--- src/rtl/prog_seq_pkg.sv ---
// Shared types and constants for the program run sequencer.
// Program entry points are fixed by the course program images.
package prog_seq_pkg;

   localparam int NUM_PROGS_DEF   = 3;
   localparam int PC_W_DEF        = 10;
   localparam int CYC_W_DEF       = 16;
   localparam int INIT_CYCLES_DEF = 2;

   typedef enum logic [2:0] {
      ST_IDLE,
      ST_LOAD,
      ST_RUN,
      ST_DONE,
      ST_FINISH
   } state_t;

   localparam logic [PC_W_DEF-1:0] START_ADDR [NUM_PROGS_DEF] = '{
      10'h000,
      10'h0C0,
      10'h180
   };

   // Out-of-range program indices fall back to program 0.
   function automatic logic [PC_W_DEF-1:0] start_addr(input logic [1:0] prog);
      case (prog)
         2'd1:    start_addr = START_ADDR[1];
         2'd2:    start_addr = START_ADDR[2];
         default: start_addr = START_ADDR[0];
      endcase
   endfunction

endpackage

--- src/rtl/prog_seq_ctrl_if.sv ---
// Handshake and fetch-control bundle between the testbench, the sequencer and the IF stage.
interface prog_seq_ctrl_if #(
   parameter int PC_W  = 10,
   parameter int CYC_W = 16
);

   logic             Req;
   logic             Halt;
   logic             FetchInit;
   logic             LoadPC;
   logic [PC_W-1:0]  LoadTarget;
   logic [1:0]       ProgState;
   logic             Busy;
   logic             Ack;
   logic             TimedOut;
   logic [CYC_W-1:0] CycleCount;
   logic             AllDone;

   modport master (
      output Req,
      output Halt,
      input  FetchInit,
      input  LoadPC,
      input  LoadTarget,
      input  ProgState,
      input  Busy,
      input  Ack,
      input  TimedOut,
      input  CycleCount,
      input  AllDone
   );

   modport slave (
      input  Req,
      input  Halt,
      output FetchInit,
      output LoadPC,
      output LoadTarget,
      output ProgState,
      output Busy,
      output Ack,
      output TimedOut,
      output CycleCount,
      output AllDone
   );

endinterface

--- src/rtl/prog_seq_ctrl_sat_counter.sv ---
// Run-length counter: clears to zero, counts while enabled, sticks at all-ones.
module sat_counter #(
   parameter int CYC_W = 16
) (
   input  logic             i_clk,
   input  logic             i_rst,
   input  logic             i_clear,
   input  logic             i_enable,
   output logic [CYC_W-1:0] o_count,
   output logic             o_sat
);

   logic [CYC_W-1:0] r_count;
   logic             w_sat;

   assign w_sat = &r_count;

   always_ff @(posedge i_clk) begin
      if (i_rst || i_clear) begin
         r_count <= '0;
      end else if (i_enable && !w_sat) begin
         r_count <= r_count + CYC_W'(1);
      end
   end

   assign o_count = r_count;
   assign o_sat   = w_sat;

endmodule

--- src/rtl/prog_seq_ctrl.sv ---
// Run controller: holds IF in init, forces the PC to each program's entry point,
// times the run until Halt (or counter saturation) and hands completion back via Req/Ack.
//
// state  | meaning
// IDLE   | IF frozen, waiting for Req
// LOAD   | IF frozen INIT_CYCLES cycles, then one forced-jump cycle
// RUN    | IF running, CycleCount counting until Halt or saturation
// DONE   | IF frozen, Ack high until Req drops
// FINISH | all programs complete, only Init leaves
module prog_seq_ctrl
   import prog_seq_pkg::*;
#(
   parameter int NUM_PROGS   = NUM_PROGS_DEF,
   parameter int PC_W        = PC_W_DEF,
   parameter int CYC_W       = CYC_W_DEF,
   parameter int INIT_CYCLES = INIT_CYCLES_DEF
) (
   input logic            CLK,
   input logic            Init,
   prog_seq_ctrl_if.slave bus
);

   localparam int LD_W = (INIT_CYCLES > 1) ? $clog2(INIT_CYCLES + 1) : 1;

   state_t           r_state;
   logic [LD_W-1:0]  r_load_cnt;
   logic             r_fetch_init;
   logic             r_load_pc;
   logic [PC_W-1:0]  r_load_target;
   logic [1:0]       r_prog;
   logic             r_busy;
   logic             r_ack;
   logic             r_timed_out;
   logic             r_all_done;

   logic             w_cnt_clear;
   logic             w_cnt_enable;
   logic [CYC_W-1:0] w_cycle_count;
   logic             w_cnt_sat;

   // Counter sees Req/Halt directly but its output is still a register.
   assign w_cnt_clear  = (r_state == ST_IDLE) && bus.Req;
   assign w_cnt_enable = (r_state == ST_RUN) && !bus.Halt;

   sat_counter #(
      .CYC_W (CYC_W)
   ) u_sat_counter (
      .i_clk    (CLK),
      .i_rst    (Init),
      .i_clear  (w_cnt_clear),
      .i_enable (w_cnt_enable),
      .o_count  (w_cycle_count),
      .o_sat    (w_cnt_sat)
   );

   always_ff @(posedge CLK) begin
      if (Init) begin
         r_state       <= ST_IDLE;
         r_load_cnt    <= '0;
         r_fetch_init  <= 1'b1;
         r_load_pc     <= 1'b0;
         r_load_target <= PC_W'(start_addr(2'd0));
         r_prog        <= 2'd0;
         r_busy        <= 1'b0;
         r_ack         <= 1'b0;
         r_timed_out   <= 1'b0;
         r_all_done    <= 1'b0;
      end else begin
         r_load_pc <= 1'b0;
         case (r_state)
            ST_IDLE: begin
               if (bus.Req) begin
                  r_state     <= ST_LOAD;
                  r_busy      <= 1'b1;
                  r_timed_out <= 1'b0;
                  r_load_cnt  <= LD_W'(INIT_CYCLES - 1);
               end
            end
            ST_LOAD: begin
               if (r_load_pc) begin
                  r_state <= ST_RUN;
               end else if (r_load_cnt == '0) begin
                  r_load_pc    <= 1'b1;
                  r_fetch_init <= 1'b0;
               end else begin
                  r_load_cnt <= r_load_cnt - LD_W'(1);
               end
            end
            ST_RUN: begin
               // Halt has priority over saturation on the same edge.
               if (bus.Halt || w_cnt_sat) begin
                  r_state      <= ST_DONE;
                  r_fetch_init <= 1'b1;
                  r_busy       <= 1'b0;
                  r_ack        <= 1'b1;
                  r_timed_out  <= !bus.Halt;
               end
            end
            ST_DONE: begin
               if (!bus.Req) begin
                  r_ack <= 1'b0;
                  if (r_prog < 2'(NUM_PROGS - 1)) begin
                     r_state       <= ST_IDLE;
                     r_prog        <= r_prog + 2'd1;
                     r_load_target <= PC_W'(start_addr(r_prog + 2'd1));
                  end else begin
                     r_state    <= ST_FINISH;
                     r_all_done <= 1'b1;
                  end
               end
            end
            ST_FINISH: begin
               r_state <= ST_FINISH;
            end
            default: begin
               r_state <= ST_IDLE;
            end
         endcase
      end
   end

   assign bus.FetchInit  = r_fetch_init;
   assign bus.LoadPC     = r_load_pc;
   assign bus.LoadTarget = r_load_target;
   assign bus.ProgState  = r_prog;
   assign bus.Busy       = r_busy;
   assign bus.Ack        = r_ack;
   assign bus.TimedOut   = r_timed_out;
   assign bus.CycleCount = w_cycle_count;
   assign bus.AllDone    = r_all_done;

endmodule
--- src/flat_wrapper.sv ---
// flat-port wrapper written by rule: the top's interface ports become plain ports
module prog_seq_ctrl_flat import prog_seq_pkg::*;
#(
   parameter int NUM_PROGS   = NUM_PROGS_DEF,
   parameter int PC_W        = PC_W_DEF,
   parameter int CYC_W       = CYC_W_DEF,
   parameter int INIT_CYCLES = INIT_CYCLES_DEF
)
  (CLK, Init, bus_Req, bus_Halt, bus_FetchInit, bus_LoadPC, bus_LoadTarget, bus_ProgState, bus_Busy, bus_Ack, bus_TimedOut, bus_CycleCount, bus_AllDone);
  prog_seq_ctrl_if #(.PC_W(PC_W), .CYC_W(CYC_W)) bus_i ();
  input logic CLK;
  input logic Init;
  input wire logic [$bits(bus_i.Req)-1:0] bus_Req;
  input wire logic [$bits(bus_i.Halt)-1:0] bus_Halt;
  output wire logic [$bits(bus_i.FetchInit)-1:0] bus_FetchInit;
  output wire logic [$bits(bus_i.LoadPC)-1:0] bus_LoadPC;
  output wire logic [$bits(bus_i.LoadTarget)-1:0] bus_LoadTarget;
  output wire logic [$bits(bus_i.ProgState)-1:0] bus_ProgState;
  output wire logic [$bits(bus_i.Busy)-1:0] bus_Busy;
  output wire logic [$bits(bus_i.Ack)-1:0] bus_Ack;
  output wire logic [$bits(bus_i.TimedOut)-1:0] bus_TimedOut;
  output wire logic [$bits(bus_i.CycleCount)-1:0] bus_CycleCount;
  output wire logic [$bits(bus_i.AllDone)-1:0] bus_AllDone;
  assign bus_i.Req = bus_Req;
  assign bus_i.Halt = bus_Halt;
  assign bus_FetchInit = bus_i.FetchInit;
  assign bus_LoadPC = bus_i.LoadPC;
  assign bus_LoadTarget = bus_i.LoadTarget;
  assign bus_ProgState = bus_i.ProgState;
  assign bus_Busy = bus_i.Busy;
  assign bus_Ack = bus_i.Ack;
  assign bus_TimedOut = bus_i.TimedOut;
  assign bus_CycleCount = bus_i.CycleCount;
  assign bus_AllDone = bus_i.AllDone;
  prog_seq_ctrl #(.NUM_PROGS(NUM_PROGS), .PC_W(PC_W), .CYC_W(CYC_W), .INIT_CYCLES(INIT_CYCLES)) u_core (.CLK(CLK), .Init(Init), .bus(bus_i));
endmodule
--- config.mk ---
export PLATFORM = sky130hd
export DESIGN_NAME = prog_seq_ctrl_flat
export DESIGN_NICKNAME = d
export VERILOG_FILES = /design/src/rtl/prog_seq_pkg.sv /design/src/rtl/prog_seq_ctrl_if.sv /design/src/rtl/prog_seq_ctrl_sat_counter.sv /design/src/rtl/prog_seq_ctrl.sv /design/src/flat_wrapper.sv
export SDC_FILE = /design/constraint.sdc
export NUM_CORES = 1
export LEC_CHECK = 0
export CAP_MARGIN = 10
export CORE_MARGIN = 5
export CORE_UTILIZATION = 49
export CTS_CLUSTER_SIZE = 28
export DETAILED_ROUTE_END_ITERATION = 10
export PLACE_DENSITY = 0.79
export SYNTH_ARGS = -nofsm -noshare
export SYNTH_HDL_FRONTEND = slang
export SYNTH_SLANG_ARGS = --single-unit
--- constraint.sdc ---
create_clock -name CLK -period 2.7 [get_ports CLK]
set_input_delay 0.27 -clock CLK [delete_from_list [all_inputs] [get_ports CLK]]
set_output_delay 0.27 -clock CLK [all_outputs]
set_load 0.02 [all_outputs]
== Yosys cells after proc, flatten, opt, wreduce, memory -nomap -nowiden ==
Cells that the tools add are included.

* Logic and storage cells: 77
* Input bits: 4
* Bits in registers: 39
* Output and inout bits: 34

* Reduce and logical (&&, ||, !) cells: 22
* Bitwise gates (word level): 3
* Order comparisons: 1
* Muxes and demuxes: 24
* $add $sub $neg: 3
* Equal/unequal tests: 13

{| class="wikitable"
|+ Operator list
! operator !! number
|-
| case mux 9 bit (2 select lines) || 1
|-
| adder 16 x 1 -> 16 bit (second input constant) || 1
|-
| AND reduction 16 bit || 1
|-
| two-way mux 3 bit || 5
|-
| case mux 3 bit (5 select lines) || 1
|-
| AND reduction 3 bit || 4
|-
| AND reduction 4 bit || 3
|-
| != test 2 bit (second input constant) || 5
|-
| two-way mux 1 bit || 9
|-
| case mux 1 bit (2 select lines) || 4
|-
| nonzero test 2 bit || 4
|-
| == test 3 x 2 -> 1 bit (second input constant) || 2
|-
| two-way mux 2 bit || 3
|-
| != test 2 x 1 -> 1 bit (second input constant) || 2
|-
| case mux 2 bit (2 select lines) || 1
|-
| == test 3 x 1 -> 1 bit (second input constant) || 1
|-
| == test 3 bit (second input constant) || 1
|-
| logical AND 1 bit || 3
|-
| logical NOT 3 bit || 1
|-
| inverter 1 bit || 3
|-
| OR reduction 3 bit || 1
|-
| adder 2 x 1 -> 2 bit (second input constant) || 1
|-
| == test 2 x 1 -> 1 bit (second input constant) || 1
|-
| == test 2 bit (second input constant) || 1
|-
| 5 further kinds || 7
|}

== Depth between registers and ports, before layout ==
* Depth after elaboration: 4
* Depth in mapped cells: 6
* Mapped depth without buffers: 6

== Hierarchy ==
A second synthesis with hierarchy kept.

* Cell total of the unflattened synthesis: 190
* Area, all modules: 1,665.3 sq um

{| class="wikitable"
|+ Modules (own cells, without submodules)
! module !! cells each !! seq. area each (sq um) !! area each (sq um) !! instances
|-
| sat_counter || 97 || 320.3 || 835.8 || 1
|-
| prog_seq_ctrl || 93 || 320.3 || 829.5 || 1
|}

== Worst setup path after synthesis ==
Ideal clock, no wire load.

* Path kind: register -> register
* Start: register u_core.u_sat_counter.r_count[0] (netlist: u_core.u_sat_counter.o_count[0])
* End: register u_core.r_busy (netlist: u_core.bus.Busy)
* Data arrival time: 2.074 ns
* Period minus slack after synthesis: 2.189 ns
* Library setup time: 0.115 ns
* Slack: 0.511 ns
* Buffers on the path: 0
* Cell stages (with the launch flop): 6
* Data required time: 2.585 ns
* Cells stage by stage: dfxtp_1 ha_1 nand4_1 nor4_1 o211ai_1 and2_1

* Word-level cells in the longest chain between the ends: 4

{| class="wikitable"
|+ Ends and longest elaborated chain
! element !! line !! text
|-
| start, declared || prog_seq_ctrl_sat_counter.sv:13 || <nowiki>logic [CYC_W-1:0] r_count;</nowiki>
|-
| start signal, assigned || prog_seq_ctrl_sat_counter.sv:22 || <nowiki>r_count <= r_count + CYC_W'(1);</nowiki>
|-
| AND reduction 16 bit || prog_seq_ctrl_sat_counter.sv:16 || <nowiki>assign w_sat = &r_count;</nowiki>
|-
| logical OR 1 bit || prog_seq_ctrl.sv:91 || <nowiki>if (bus.Halt || w_cnt_sat) begin</nowiki>
|-
| != test 2 bit (no line) || - ||
|-
| AND reduction 3 bit (no line) || - ||
|-
| end signal, assigned || prog_seq_ctrl.sv:64 || <nowiki>r_busy <= 1'b0;</nowiki>
|-
| end signal, assigned || prog_seq_ctrl.sv:74 || <nowiki>r_busy <= 1'b1;</nowiki>
|-
| end signal, assigned || prog_seq_ctrl.sv:94 || <nowiki>r_busy <= 1'b0;</nowiki>
|-
| end, declared || prog_seq_ctrl.sv:31 || <nowiki>logic r_busy;</nowiki>
|}

Every way passes these cells.
A chain may end at the register's enable or synchronous reset.

== Worst setup path in the final report ==
* Start: register u_core.r_state[2]
* End: register u_core.u_sat_counter.r_count[15] (netlist: u_core.u_sat_counter.o_count[15])

* Word-level cells in the longest chain between the ends: 3
* Elaborated cells between the ends (all ways): 6
* Those cells by class: eq/ne (1); reduce/logical (5)

{| class="wikitable"
|+ Ends and longest elaborated chain
! element !! line !! text
|-
| start, declared || prog_seq_ctrl.sv:25 || <nowiki>state_t r_state;</nowiki>
|-
| start signal, assigned || prog_seq_ctrl.sv:58 || <nowiki>r_state <= ST_IDLE;</nowiki>
|-
| start signal, assigned || prog_seq_ctrl.sv:73 || <nowiki>r_state <= ST_LOAD;</nowiki>
|-
| start signal, assigned || prog_seq_ctrl.sv:81 || <nowiki>r_state <= ST_RUN;</nowiki>
|-
| == test 3 x 2 -> 1 bit / logical NOT 3 bit (equally long branches) || prog_seq_ctrl.sv:43, prog_seq_ctrl.sv:42 ||
|-
| logical AND 1 bit (on tied branches) || prog_seq_ctrl.sv:43, prog_seq_ctrl.sv:42 ||
|-
| logical AND 1 bit / logical OR 1 bit (equally long branches) || prog_seq_ctrl_sat_counter.sv:21, prog_seq_ctrl_sat_counter.sv:19 ||
|}

Parallel ways exist; a longest one is shown, timed or not.

==> summary.txt <==
Status
  • Status: complete, no violations

Final layout
  • Synth-to-layout area growth: 24.3%
  • Share of cells above drive strength 1: 0.0693
  • Non-filler cells, final: 277
  • Finished Core Util: 0.617
  • Post-layout nets: 238
  • Commonest non-fill, non-tap cell in the layout: dfxtp_1
  • Most frequent cells in the layout: dfxtp_1 (32), clkdlybuf4s50_1 (30), a21oi_1 (22), nor2_1 (15)
  • Antenna cells: 0

Clock network
  • Post-CTS Resized: 0
  • CTS HTree Levels: 2
  • Post-CTS setup buffer count: 0
  • Clock sink total: 32
  • Clk root buf: clkbuf_4
  • CTS buffer count: 5
  • Hold buffers post-CTS: 0
  • CTS clk-pin slew, worst paths: 0.09 ns
  • Clk_lat worst skew: 0.33 ns
  • CTS Buffer Depth: 2
  • CTS tree: built

Place
  • Gpl congestion: 0.760
  • Placed Instances: 269
  • # port buffers: 30
  • HPWL Detailed: 2460 um
  • Dpl ws: 0.138 ns

Timing
  • Max_slew headroom: 0.223
  • Fin crit share: 0.873
  • PnR worst setup slack: 0.343 ns
  • Setup tns final: 0 ns
  • Worst slew pin tran: 1.16 ns
  • Fmax: 0.424 GHz
  • Final worst clock skew: 0.0100 ns
  • Endpoints failing setup: 0
  • Fin. Hold Viols: 0
  • Final min period: 2.36 ns
  • RSZ-0062 raised after global routing: no
  • Slew Limit Fails: 0

Critical path
  • Setup crit start kind: register
  • Crit-path max FO: 12
  • WS Path Type: register to register
  • CP Data Arrival Time: 2.61 ns
  • Crit end category: register
  • Required @ worst endpoint: 2.96 ns

Min path
  • Min-Delay Path Class: register to register

Global routing
  • Total grt overflow: 0
  • First-pass GRT wire length: 5700 um
  • GRT Util Overall: 0.167
  • Initial antenna violation count: 0
  • Vias in the first global route: 1289
  • Pin count of the biggest net entering global routing: 17

Job
  • MaxCap Viol Count: 0

Synthesis
  • Syn Area/Cell: 8.28 um2
  • Share of async-settable or async-resettable flops after synthesis: 0
  • Distinct cell type count after synthesis: 39
  • #FFs+latches synth: 32
  • Post-Syn Instances: 197
  • Mapped Area: 1630 um2
  • Post-synth EDFFs: 0
  • Most common flop cell mapped by yosys: dfxtp_1
  • YS warnings: 0
  • Seq/Total Area, Yosys: 0.393

Floorplanning
  • Die area: 4580 um2
  • Initial core utilization: 0.496
  • Die W: 67.7 um
  • FP Rows: 21
  • Die Ht: 67.7 um
  • Core ar.: 3280 um2
  • I/O pin cnt: 38

Detailed routing
  • Total number of vias: 1543
  • Number of routed nets with antenna violations: 0
  • Final WL: 3420 um
  • DR WL/cell: 12.4 um
  • TritonRoute pass-1 iters: 4
  • Via density: 5.57
  • Initial DRC Count: 74
  • Total DRC errors in the routed layout: 0

Pwr
  • PD cells: 425 nW/um2
  • Leakage: 0.000627 uW
  • Peak VDD IR: 0.298 mV
==> flip-flops by register name, indices dropped and copies added, names as in the netlist <==
register,flops
u_core.bus.TimedOut,1
u_core.bus.ProgState,2
u_core.r_load_cnt,2
u_core.bus.Busy,1
u_core.bus.LoadPC,1
u_core.r_state,3
u_core.bus.FetchInit,1
u_core.bus.Ack,1
u_core.bus.LoadTarget,3
u_core.u_sat_counter.o_count,16
u_core.bus.AllDone,1
==> power breakdown <==
group / switching, uW / leakage [uW] / internal, uW / total [uW]
Clock: 155 / 0.0000326 / 128 / 283
Sequential: 10.3 / 0.000259 / 482 / 492
Combinational: 50.5 / 0.000335 / 35.2 / 85.7
==> worst max-delay path: stages, from the launching register on <==
cell     delay (ns)
dfxtp_1        0.44
or4b_1         0.61
or4_4          0.59
or4_1          0.51
a21oi_1        0.15
==> cell families (layout without fill, tap and decap cells) <==
kind of cell,count (synthesis),in the layout,synth area share
adders and majority gates,4,4,0.0307
DFF,32,32,0.393
AOI/OAI and AO/OA,51,51,0.183
other,1,7,0.00230
xor gates and xnor gates,2,2,0.0107
and+or+nand+nor,79,79,0.287
muxes,3,3,0.0184
buffers and inverters,25,53,0.0744
==> Yosys cell counts (all sizes together), types with 2 or more instances <==
master | n | area [um2]
or4 | 13 | 105
clkbuf | 8 | 30.0
ha | 4 | 50.1
mux2i | 3 | 30.0
or3 | 4 | 25.0
a21oi | 22 | 110
nor4b | 2 | 17.5
nor2b | 3 | 18.8
o211ai | 2 | 15.0
nor3b | 2 | 15.0
nor2 | 15 | 56.3
nand3 | 5 | 25.0
nand2 | 10 | 37.5
o21ai | 12 | 60.1
inv | 9 | 33.8
nor3 | 4 | 20.0
nor4 | 4 | 25.0
xnor2 | 2 | 17.5
nand3b | 2 | 15.0
o31ai | 11 | 82.6
dfxtp | 32 | 641
or2 | 3 | 18.8
nand4 | 6 | 37.5
buf | 8 | 57.6
==> final timing paths <==
| kind | start | to | slack [ns] | cells after the start |
|---|---|---|---|---|
| setup / recovery | u_core.r_state[2]$_SDFFE_PP0P_ | u_core.u_sat_counter.o_count[15]$_SDFFE_PP0P_ | 0.34 | 4 |
| hold / removal | u_core.bus.Ack$_SDFFE_PP0P_ | u_core.bus.Ack$_SDFFE_PP0P_ | 0.47 | 2 |
| setup reg to reg | u_core.r_state[2]$_SDFFE_PP0P_ | u_core.u_sat_counter.o_count[15]$_SDFFE_PP0P_ | 0.34 | 4 |
| hold reg to reg | u_core.bus.Ack$_SDFFE_PP0P_ | u_core.bus.Ack$_SDFFE_PP0P_ | 0.47 | 2 |
==> metal layers <==
metal  vias to the layer above  GRT usage  share of wire
li1                        789          -              -
met1                       698      0.199           0.46
met2                        50      0.264           0.45
met3                         6     0.0632          0.073
met4                         0     0.0759          0.018
met5                         -          0              0
==> through the flow <==
stage | instance area (um2) | power [uW] | hold WS, ns
6_report | 2030 | 861 | 0.475
3_3_place_gp | 1970 | 587 | 0.451
3_5_place_dp | 1970 | 589 | 0.453
4_1_cts | 2030 | 873 | 0.469
5_1_grt | 2030 | 912 | 0.510
2_1_floorplan | 1650 | 569 | 0.342
==> area by class of cell <==
cell class	count	area, um2
clock buffer	8	58.8
fill	294	1260
inverter	9	33.8
multi-input combinational	146	891
sequential	32	641
tap	46	57.6
timing repair buffer	36	345
Power figures use the tool's default switching activity.
